### src/rtl/clk_event_gen_if.sv
// rtl/clk_event_gen_if.sv - control and status bundle for the multi-channel tick generator
interface clk_event_gen_if #(
  parameter int NUM_CH = 4,
  parameter int CH_W   = 2,
  parameter int CNT_W  = 26
);
  logic [NUM_CH-1:0]   en;
  logic [NUM_CH-1:0]   mode;
  logic [NUM_CH-1:0]   trig;
  logic                wr;
  logic [CH_W-1:0]     wr_ch;
  logic [CNT_W-1:0]    wr_data;
  logic [NUM_CH-1:0]   tick;
  logic [NUM_CH-1:0]   busy;
  logic [NUM_CH*8-1:0] evt_cnt;

  modport master (
    output en, mode, trig, wr, wr_ch, wr_data,
    input  tick, busy, evt_cnt
  );

  modport slave (
    input  en, mode, trig, wr, wr_ch, wr_data,
    output tick, busy, evt_cnt
  );
endinterface

### src/rtl/clk_event_gen.sv
// rtl/clk_event_gen.sv - multi-channel programmable periodic/one-shot tick generator (optional tick counters: CLK_EVENT_CNT_EN)
module clk_event_gen #(
  parameter int NUM_CH     = 4,
  parameter int CH_W       = 2,
  parameter int CNT_W      = 26,
  parameter int DEF_PERIOD = 49999999
) (
  input  logic                  clk50m,
  input  logic                  rstn,
  clk_event_gen_if.slave        bus
);

  typedef enum logic {
    IDLE = 1'b0,
    RUN  = 1'b1
  } state_t;

  logic [NUM_CH-1:0]   tick_v;
  logic [NUM_CH-1:0]   busy_v;
  logic [NUM_CH*8-1:0] evt_v;

  for (genvar g = 0; g < NUM_CH; g++) begin : g_ch
    state_t           state;
    logic [CNT_W-1:0] cnt;
    logic [CNT_W-1:0] period;
    logic             tick_r;
    logic             wr_hit;
    logic             term_hit;

    // Out-of-range channel indices never match any g, so such writes fall away.
    assign wr_hit   = bus.wr && (int'(bus.wr_ch) == g);
    // Terminal count only counts when nothing of higher priority (disable, restart, rewrite) acts.
    assign term_hit = (state == RUN) && bus.en[g] && !bus.trig[g] && !wr_hit && (cnt == period);

    // Channel FSM: disable beats restart/rewrite, which beat terminal count.
    always_ff @(posedge clk50m or negedge rstn) begin
      if (!rstn) begin
        state  <= IDLE;
        cnt    <= '0;
        period <= CNT_W'(DEF_PERIOD);
        tick_r <= 1'b0;
      end else begin
        tick_r <= 1'b0;
        if (wr_hit) begin
          period <= bus.wr_data;
        end
        if (!bus.en[g]) begin
          state <= IDLE;
          cnt   <= '0;
        end else begin
          case (state)
            IDLE: begin
              if (!bus.mode[g] || bus.trig[g]) begin
                state <= RUN;
                cnt   <= '0;
              end
            end
            RUN: begin
              if (bus.trig[g] || wr_hit) begin
                cnt <= '0;
              end else if (cnt == period) begin
                tick_r <= 1'b1;
                cnt    <= '0;
                if (bus.mode[g]) begin
                  state <= IDLE;
                end
              end else begin
                cnt <= cnt + CNT_W'(1);
              end
            end
            default: begin
              state <= IDLE;
              cnt   <= '0;
            end
          endcase
        end
      end
    end

    assign tick_v[g] = tick_r;
    assign busy_v[g] = (state == RUN);

`ifdef CLK_EVENT_CNT_EN
    logic [7:0] evt;

    // Wrapping tick tally, advanced on the same edge that registers the tick.
    always_ff @(posedge clk50m or negedge rstn) begin
      if (!rstn) begin
        evt <= 8'd0;
      end else if (!bus.en[g]) begin
        evt <= 8'd0;
      end else if (term_hit) begin
        evt <= evt + 8'd1;
      end
    end

    assign evt_v[8*g +: 8] = evt;
`else
    logic unused_term;
    assign unused_term     = term_hit;
    assign evt_v[8*g +: 8] = 8'd0;
`endif
  end

  assign bus.tick    = tick_v;
  assign bus.busy    = busy_v;
  assign bus.evt_cnt = evt_v;

endmodule
### src/flat_wrapper.sv
// flat-port wrapper written by rule: the top's interface ports become plain ports
module clk_event_gen_flat 
#(
  parameter int NUM_CH     = 4,
  parameter int CH_W       = 2,
  parameter int CNT_W      = 26,
  parameter int DEF_PERIOD = 49999999
)
  (clk50m, rstn, bus_en, bus_mode, bus_trig, bus_wr, bus_wr_ch, bus_wr_data, bus_tick, bus_busy, bus_evt_cnt);
  clk_event_gen_if #(.NUM_CH(NUM_CH), .CH_W(CH_W), .CNT_W(CNT_W)) bus_i ();
  input  logic clk50m;
  input  logic rstn;
  input wire logic [$bits(bus_i.en)-1:0] bus_en;
  input wire logic [$bits(bus_i.mode)-1:0] bus_mode;
  input wire logic [$bits(bus_i.trig)-1:0] bus_trig;
  input wire logic [$bits(bus_i.wr)-1:0] bus_wr;
  input wire logic [$bits(bus_i.wr_ch)-1:0] bus_wr_ch;
  input wire logic [$bits(bus_i.wr_data)-1:0] bus_wr_data;
  output wire logic [$bits(bus_i.tick)-1:0] bus_tick;
  output wire logic [$bits(bus_i.busy)-1:0] bus_busy;
  output wire logic [$bits(bus_i.evt_cnt)-1:0] bus_evt_cnt;
  assign bus_i.en = bus_en;
  assign bus_i.mode = bus_mode;
  assign bus_i.trig = bus_trig;
  assign bus_i.wr = bus_wr;
  assign bus_i.wr_ch = bus_wr_ch;
  assign bus_i.wr_data = bus_wr_data;
  assign bus_tick = bus_i.tick;
  assign bus_busy = bus_i.busy;
  assign bus_evt_cnt = bus_i.evt_cnt;
  clk_event_gen #(.NUM_CH(NUM_CH), .CH_W(CH_W), .CNT_W(CNT_W), .DEF_PERIOD(DEF_PERIOD)) u_core (.clk50m(clk50m), .rstn(rstn), .bus(bus_i));
endmodule
### config.mk
export PLATFORM = sky130hd
export DESIGN_NAME = clk_event_gen_flat
export DESIGN_NICKNAME = d
export VERILOG_FILES = /design/src/rtl/clk_event_gen_if.sv /design/src/rtl/clk_event_gen.sv /design/src/flat_wrapper.sv
export SDC_FILE = /design/constraint.sdc
export NUM_CORES = 1
export LEC_CHECK = 0
export CAP_MARGIN = 5
export CORE_AREA = 4 4 195 197
export DETAILED_ROUTE_END_ITERATION = 6
export DIE_AREA = 0 0 199 201
export DONT_BUFFER_PORTS = 1
export PLACE_DENSITY = 0.45
export SLEW_MARGIN = 0
export SYNTH_ARGS = -nofsm -noshare
export SYNTH_HDL_FRONTEND = slang
export SYNTH_SLANG_ARGS = --single-unit
export TNS_END_PERCENT = 1
### constraint.sdc
create_clock -name clk50m -period 4.29 [get_ports clk50m]
set_input_delay 0.858 -clock clk50m [delete_from_list [all_inputs] [get_ports clk50m]]
set_output_delay 0.858 -clock clk50m [all_outputs]
set_load 0.02 [all_outputs]
Yosys cells after proc, flatten, opt, wreduce, memory -nomap -nowiden --
Cells that the tools add are included. Widths: inputs -> output; s select.
Storage, ports and cells: flip-flop bits (word level) 216, bits in latches 0, memory bits (writable) 0, memory bits (read-only) 0, bits of input ports 43, output and inout bits 40, logic and storage cells 112, memories kept 0
Cells by class: add/subtract/negate cells 4, $mul 0, div/mod/pow operators 0, $lt $le $gt $ge 0, eq/ne operators 11, shift-type cells 0, multiplexer cells 60, bitwise logic cells 4, reduce and logical (&&, ||, !) cells 17
Operator list (number):
- $mux 26 | 16
- $pmux 26 s2 | 4
- $add 26x1->26 const B | 4
- $eq 26x26->1 | 4
- $mux 1 | 36
- $ne 3x2->1 const B | 4
- $logic_or 1x1->1 | 8
- $pmux 1 s2 | 4
- $eq 2x2->1 const B | 2
- $logic_and 1x1->1 | 4
- $logic_not 1->1 | 4
- $not 1->1 | 4
- $eq 2x1->1 const B | 1
- $logic_not 2->1 | 1

Logic depth before layout (Yosys ltp) --
Gate-level depths: netlist of the first run.
depth after elaboration 6, gate-level depth with buffers 8, depth with buffers taken out 7

Worst setup path after synthesis of the first run --
Ideal clock, no wire load.
path type in2reg, from input port bus_wr, to register u_core.g_ch[0].cnt[4], setup time 65 ps, data arrival time 2144 ps, data required time 4225 ps, slack 2080 ps, stages 7, path buffers 2, path through nor3b_1 buf_2 or3_1 a31oi_2 buf_6 a21o_1 a22o_1
Between the ends: cells in the longest elaborated chain, start to end 5
Ends and longest elaborated chain:
- from (decl) | line flat_wrapper.sv:16 | input wire logic [$bits(bus_i.wr)-1:0] bus_wr;
- $logic_and 1x1->1 | line clk_event_gen.sv:31 | assign wr_hit = bus.wr && (int'(bus.wr_ch) == g);
- $logic_or 1x1->1 | line clk_event_gen.sv:59 | if (bus.trig[g] || wr_hit) begin
- $mux 26 | line clk_event_gen.sv:59
- $pmux 26 s2 | line clk_event_gen.sv:51 | case (state)
- $mux 26 | line clk_event_gen.sv:47 | if (!bus.en[g]) begin
- to (signal assigned) | line clk_event_gen.sv:68 | cnt <= cnt + CNT_W'(1);
- to (decl) | line clk_event_gen.sv:24 | logic [CNT_W-1:0] cnt;
No other way between the ends. A chain may end at the register's enable or synchronous reset.

Worst setup path in the final report of the first run --
from register u_core.g_ch[2].cnt[16], to register u_core.g_ch[2].cnt[4]
Between the ends: cells in the longest elaborated chain, start to end 5
Ends and longest elaborated chain:
- from (decl) | line clk_event_gen.sv:24
- from (signal assigned) | line clk_event_gen.sv:68
- $eq 26x26->1
- $mux 26 | line clk_event_gen.sv:61 | end else if (cnt == period) begin
- $mux 26 | line clk_event_gen.sv:59
- $pmux 26 s2 | line clk_event_gen.sv:51
- $mux 26 | line clk_event_gen.sv:47
No other way between the ends.

==> metrics.txt, run 1 <==
status finished, final reports clean; clk sink count ~220; Crit path depth 7; Yosys reg bits roughly 220; CTS tree built; Setup Buffers After CTS 0; Syn Area/Cell 10.05 µm²; Tot GR Track Use between 10% and 20%; Worst Setup End Kind flip-flop; Pwr per Cell Area a little over 400 nW/µm²; Slowest-stage cell, CP dfrtp_1; Pleak ~5.1 nW; DRT iter0 DRCs about 430; Synth warnings 0; max cap viols 0; GRT overflow 0; minimum clock period roughly 2.4 ns; die height around 200 µm; Layout Nets 1170; post-route ant nets 0; drt pass-1 iters 4; I/O Buffers 0; synthesized area ~11000 µm²; die area 40000 µm²; worst flop-to-flop path endpoint u_core.g_ch[2].cnt[4]; arrival time worst endpoint approximately 2.8 ns; core area 36260 µm²; cts bufs inserted 26; Final setup viols 0; Setup TNS 0 ns; Layout Cells excl Fill roughly 1.6k; reg2reg path depth 7; Async SR Flop Fraction 100.0%; Peak supply drop roughly 0.29 mV; HP Class in -> async; Yosys cell types 64; Worst slew margin 44.46%; worst stage delay on the critical path between 0.6 and 0.7 ns; Crit Path Max Fanout 24; Critical path origin u_core.g_ch[2].cnt[16]; Area Overhead vs Synth 10.19%; Initial Utilization between 30% and 40%; Least-Margin Pin Slew roughly 0.83 ns; Setup Skew approximately 0.014 ns; Fmax about 420 MHz; CTS H-tree depth 1; largest net degree at the start of global routing around 220; post-synthesis sequential area ratio between 40% and 50%; Slew Limit Fails 0; Worst path top cell family by delay flip-flops; reg2reg setup slack between 1.5 and 2 ns; clock root buffer clkbuf_16; GPL Wtd Cong just under 0.8; worst-path cell chain xnor2_1 -> nand4_1 -> nor4_2 -> a21oi_2 -> buf_4 -> a21o_1 -> a22o_1; Setup CP Type reg -> reg; via count approximately 8k; RSZ-0062 raised after global routing no; storage element area 5495 µm²; Post-Route WL around 31000 µm; drt wl/cell approximately 19 µm; clk buf depth 3; clk slew on worst S/H paths around 0.060 ns; Fill cells approximately 3.7k; multi-input gate area in the final layout about 5500 µm²; post-CTS sizing 0; vias in the first global route around 7.8k; dominant synthesized flop cell dfrtp_1; std cell rows 70; DRC 0; first-pass GRT wire length ~48000 µm; ANT cells 0; reg-to-reg critical path startpoint u_core.g_ch[2].cnt[16]; initial antenna violation count 1; crit path buf inv count 1; insertion delay to the later sink of the worst-skew pair around 0.54 ns; fraction of layout cells with a size suffix above 1 20.12%; Via density ~5.0; dpl hpwl between 20000 and 25000 µm; hold_buf cts 0; crit path to u_core.g_ch[2].cnt[4]; crit start category flip-flop; dpl cells roughly 1.6k; Fin. Hold Viols 0; Ports just over 80; overall die width just under 200 µm; Post-synth EDFFs 0; Post-Synthesis Cells around 1.1k; fin crit share 55.73%; CP required about 4.7 ns
report_power, final:
part           internal, W  leakage [nW]  switching (W)
combinational     0.000275          1.99       0.000221
clock              0.00137         0.437       0.000891
sequential         0.00232          2.70       0.000149
registers in the layout, indices dropped and copies added, names as in the netlist:
name and count:
u_core.g_ch.cnt 104, u_core.g_ch.state 4, u_core.g_ch.period 104, u_core.g_ch.tick_r 4
per-layer routing:
layer  share of wire, %  up-vias  global-route usage [%]
met5                  0        -                       0
met4                1.8        0                   2.931
met3                4.6       27                   3.038
met2                 44      125                   22.70
met1                 50     3962                   23.18
li1                   -     3879                       -
metrics by stage:
step	hold slack, ns	instance area [µm²]	power [W]	setup slack [ns]	utilization, %
final	0.02927	12650	0.005217	1.899	34.89
after global routing	0.0009780	12650	0.005462	1.675	34.89
after CTS	0.004592	12650	0.005297	1.906	34.89
after detailed placement	0.4575	11780	0.003000	1.618	32.48
after global placement	0.4577	11780	0.002991	1.712	32.48
after floorplan	0.4461	11600	0.002897	2.080	-
worst min path at each step:
stage | from | endpoint | slack (ns)
2_1_floorplan | u_core.g_ch[1].period[0] | u_core.g_ch[1].period[0] | 0.45
5_1_grt | rstn | u_core.g_ch[2].cnt[20] | 0.001
3_3_place_gp | u_core.g_ch[1].period[13] | u_core.g_ch[1].period[13] | 0.46
6_report | rstn | u_core.g_ch[3].cnt[18] | 0.03
4_1_cts | rstn | u_core.g_ch[2].cnt[2] | 0.005
3_5_place_dp | u_core.g_ch[1].period[12] | u_core.g_ch[1].period[12] | 0.46
cells by family (layout without fill, tap and decap cells):
family | count (synthesis) | count (layout) | synth area share (%)
other | 1 | 32 | 0.03266
DFF | 216 | 216 | 47.86
xor gates and xnor gates | 126 | 126 | 9.612
muxes | 83 | 83 | 8.086
and+or+nand+nor | 461 | 461 | 20.06
AOI/OAI and AO/OA | 137 | 137 | 8.457
buffers and inverters | 114 | 84 | 5.449
adders and majority gates | 4 | 4 | 0.4359
synth_stat cells (5+ instances only):
cell type	number	area (µm²)
nor3_1	23	115.1
nand4b_1	7	61.31
and3_1	12	75.07
nand2b_1	7	43.79
inv_1	22	82.58
dfrtp_1	144	3603
clkbuf_1	22	82.58
o311ai_0	20	175.2
and4_1	7	61.31
a21o_1	19	142.6
dfstp_2	72	1892
o21ai_0	24	120.1
buf_1	6	22.52
nor2_1	58	217.7
mux2i_1	5	50.05
nand2_1	186	698.2
xor2_1	21	183.9
mux2_2	78	878.3
a22o_1	18	157.7
buf_2	19	95.09
nand3_1	70	350.3
o21a_1	14	105.1
nand3b_1	5	37.54
or3_1	10	62.56
xnor2_1	105	919.6
buf_4	40	300.3
a21oi_1	20	100.1
nand4_1	43	269.0
area by class of cell:
class	instances	share of cell area (%)
Sequential cell	216	43.44
Tap cell	468	4.629
Timing Repair Buffer	13	0.7714
Clock inverter	12	1.157
Clock buffer	36	5.756
Multi-Input combinational cell	843	43.57
Inverter	23	0.6824
cell usage in the layout (no fill, tap or decap), drive strengths merged, types with 13 or more instances in the layout:
cell type / Yosys / layout
buf: 68 / 13
conb: 1 / 32
clkbuf: 23 / 36
a21o: 19 / 19
o21a: 14 / 14
inv: 22 / 22
nor3: 23 / 23
a21oi: 23 / 23
nand2: 186 / 186
xnor2: 105 / 105
o311ai: 20 / 20
a22o: 19 / 19
mux2: 78 / 78
o21ai: 28 / 28
nand3: 71 / 71
xor2: 21 / 21
nor2: 61 / 61
nand4: 45 / 45
and3: 14 / 14
dfrtp: 144 / 144
dfstp: 72 / 72
No activity file was read; power rests on OpenSTA's default activity.
==> run 2: changes to the inputs <==
Settings changed: PLACE_DENSITY 0.45 to 0.47.
Clock period 4.29 ns to 1.9 ns, I/O delays scaled along.
==> run 2 against run 1 <==
  * The run now ends with negative hold slack, negative setup slack left
  * Routed wire length grew 8.2%
  * Via count grew 9.8%
  * Sequential cell count is the same
  * Total power grew 140%
  * Highest routed layer is now met5
==> metrics.txt, run 2 (synthesis results as in run 1) <==
status complete, but fails checks; failing checks negative hold slack, negative setup slack; hold_buf cts 32; worst hold slack -0.4501 ns; Layout Cells excl Fill between 1.5k and 2k; Pleak between 6 and 7 nW; RSZ-0062 raised after global routing yes; GRT overflow 0; DP Area between 10000 and 15000 µm²; Area Overhead vs Synth 26.98%; Crit Path Max Fanout 23; Top Registers u_core.g_ch.cnt (104), u_core.g_ch.period (104); Setup CP Type reg -> reg; clk buf depth 3; via count roughly 9k; Setup Skew between 0.02 and 0.025 ns; drt wl/cell around 18 µm; std cell rows 70; DRC 0; Slew Limit Fails 0; fraction of layout cells with a size suffix above 1 31.54%; cts bufs inserted 27; Via density slightly below 5; Ports slightly above 80; Slowest-stage cell, CP dfstp_2; CTS tree built; Least-Margin Pin Slew 0.7579 ns; max cap viols 0; clock root buffer clkbuf_16; clk sink count between 200 and 250; HP Class in -> async; Final setup viols 32; crit start category flip-flop; Peak supply drop 0.8047 mV; Worst slew margin 49.47%; fin crit share 105.4%; worst-path cell chain xnor2_2 -> nand4_1 -> nor4_4 -> a31oi_2 -> buf_12 -> a21o_1 -> a22o_1; dpl hpwl 22540 µm; Fin. Hold Viols 177; Layout Nets approximately 1.4k; minimum clock period roughly 2.0 ns; worst stage delay on the critical path around 0.55 ns; reg2reg path depth 7; first-pass GRT wire length roughly 51000 µm; commonest non-fill, non-tap cell in the layout nand2_1; Worst Setup End Kind flip-flop; arrival time worst endpoint around 2.4 ns; Initial Utilization between 30% and 40%; design area between 10000 and 15000 µm²; core area between 30000 and 40000 µm²; reg2reg setup slack -0.10 ns; Pwr per Cell Area 853.2 nW/µm²; dpl cells 1720; initial antenna violation count 16; GPL Wtd Cong between 0.7 and 0.8; CTS H-tree depth 1; Fmax approximately 500 MHz; fin worst setup slack -0.1031 ns; die height between 200 and 250 µm; die area about 40000 µm²; post-route ant nets 0; most frequent cells in the layout nand2_1 (184), buf_4 (161), dfrtp_1 (141), xnor2_1 (98), mux2_2 (78); overall die width 199 µm; clk slew on worst S/H paths roughly 0.070 ns; worst flop-to-flop path endpoint u_core.g_ch[0].cnt[6]; insertion delay to the later sink of the worst-skew pair 0.55 ns; CP required about 2.3 ns; DRT iter0 DRCs between 400 and 500; reg-to-reg critical path startpoint u_core.g_ch[0].period[17]; I/O Buffers 0; Post-Route WL about 33000 µm; Tot GR Track Use 16.38%; largest net degree at the start of global routing ~220; Setup TNS -1.130 ns; drt pass-1 iters 5; vias in the first global route about 8.6k
[run 2: changes by cell type in the layout (fill, tap and decap cells not counted), moves of 8 or more]
| cell | delta |
|---|---|
| o311ai_1 | +8 |
| diode_2 | +9 |
| dlygate4sd3_1 | +32 |
| o311ai_0 | -11 |
| buf_4 | +148 |
[run 2: critical path: cells and delay by family, from the launching register on]
| kind | cells | cell delay (ns) |
|---|---|---|
| DFF | 1 | 0.55 |
| AOI/OAI and AO/OA | 3 | 0.53 |
| and+or+nand+nor | 2 | 0.51 |
| buffers and inverters | 1 | 0.18 |
| xor gates and xnor gates | 1 | 0.11 |
[run 2: per-layer routing]
| metal | share of wire, % | GRT usage [%] | vias to the layer above |
|---|---|---|---|
| met4 | 1.9 | 3.298 | 14 |
| met1 | 48 | 23.81 | 4274 |
| met3 | 5.4 | 4.129 | 50 |
| li1 | - | - | 4285 |
| met2 | 45 | 24.88 | 155 |
| met5 | 0.29 | 0 | - |
[run 2: report_power, final]
part	internal (W)	switching [W]
Combinational	0.000746	0.000641
Clock	0.00345	0.00205
Sequential	0.00523	0.000323
[run 2: through the flow]
step	utilization (%)	setup WS, ns	power, W
6_report	40.21	-0.1031	0.01244
5_1_grt	40.17	-0.1730	0.01296
4_1_cts	39.86	-0.09528	0.01258
3_5_place_dp	35.94	-0.3206	0.006830
3_3_place_gp	35.94	-0.2918	0.006808
2_1_floorplan	-	0.04894	0.006541
[run 2: worst max path at each step]
stage	startpoint	cells past startpoint	to	slack, ns
CTS	u_core.g_ch[0].period[17]	7	u_core.g_ch[0].cnt[6]	-0.1
detailed placement	u_core.g_ch[3].period[20]	7	u_core.g_ch[3].cnt[18]	-0.32
global route	u_core.g_ch[3].cnt[4]	6	u_core.g_ch[3].cnt[13]	-0.17
floorplan	u_core.g_ch[3].cnt[19]	8	u_core.g_ch[3].cnt[4]	0.05
global placement	u_core.g_ch[3].period[20]	7	u_core.g_ch[3].cnt[18]	-0.29
finish	u_core.g_ch[0].period[17]	7	u_core.g_ch[0].cnt[6]	-0.10
[run 2: area by class of cell]
class | instances | area [µm²]
repair buffers | 205 | 1717
flip-flops and latches | 216 | 5499
diodes | 9 | 22.52
clock buffers | 37 | 753.2
fillers | 3595 | 21680
clock inverters | 13 | 198.9
well taps | 468 | 585.6
inverters | 23 | 86.33
multi-input cells | 844 | 5717
[run 2: what timing repair did]
action / 4_1_cts / 5_1_grt
hold endpoints to repair: 324 / 216
pin swaps: 25 / 14
gates cloned: 1 / 0
endpoints found under the setup margin: 81 / 96
buffers inserted: 3 / 0
gates resized for setup: 25 / 35
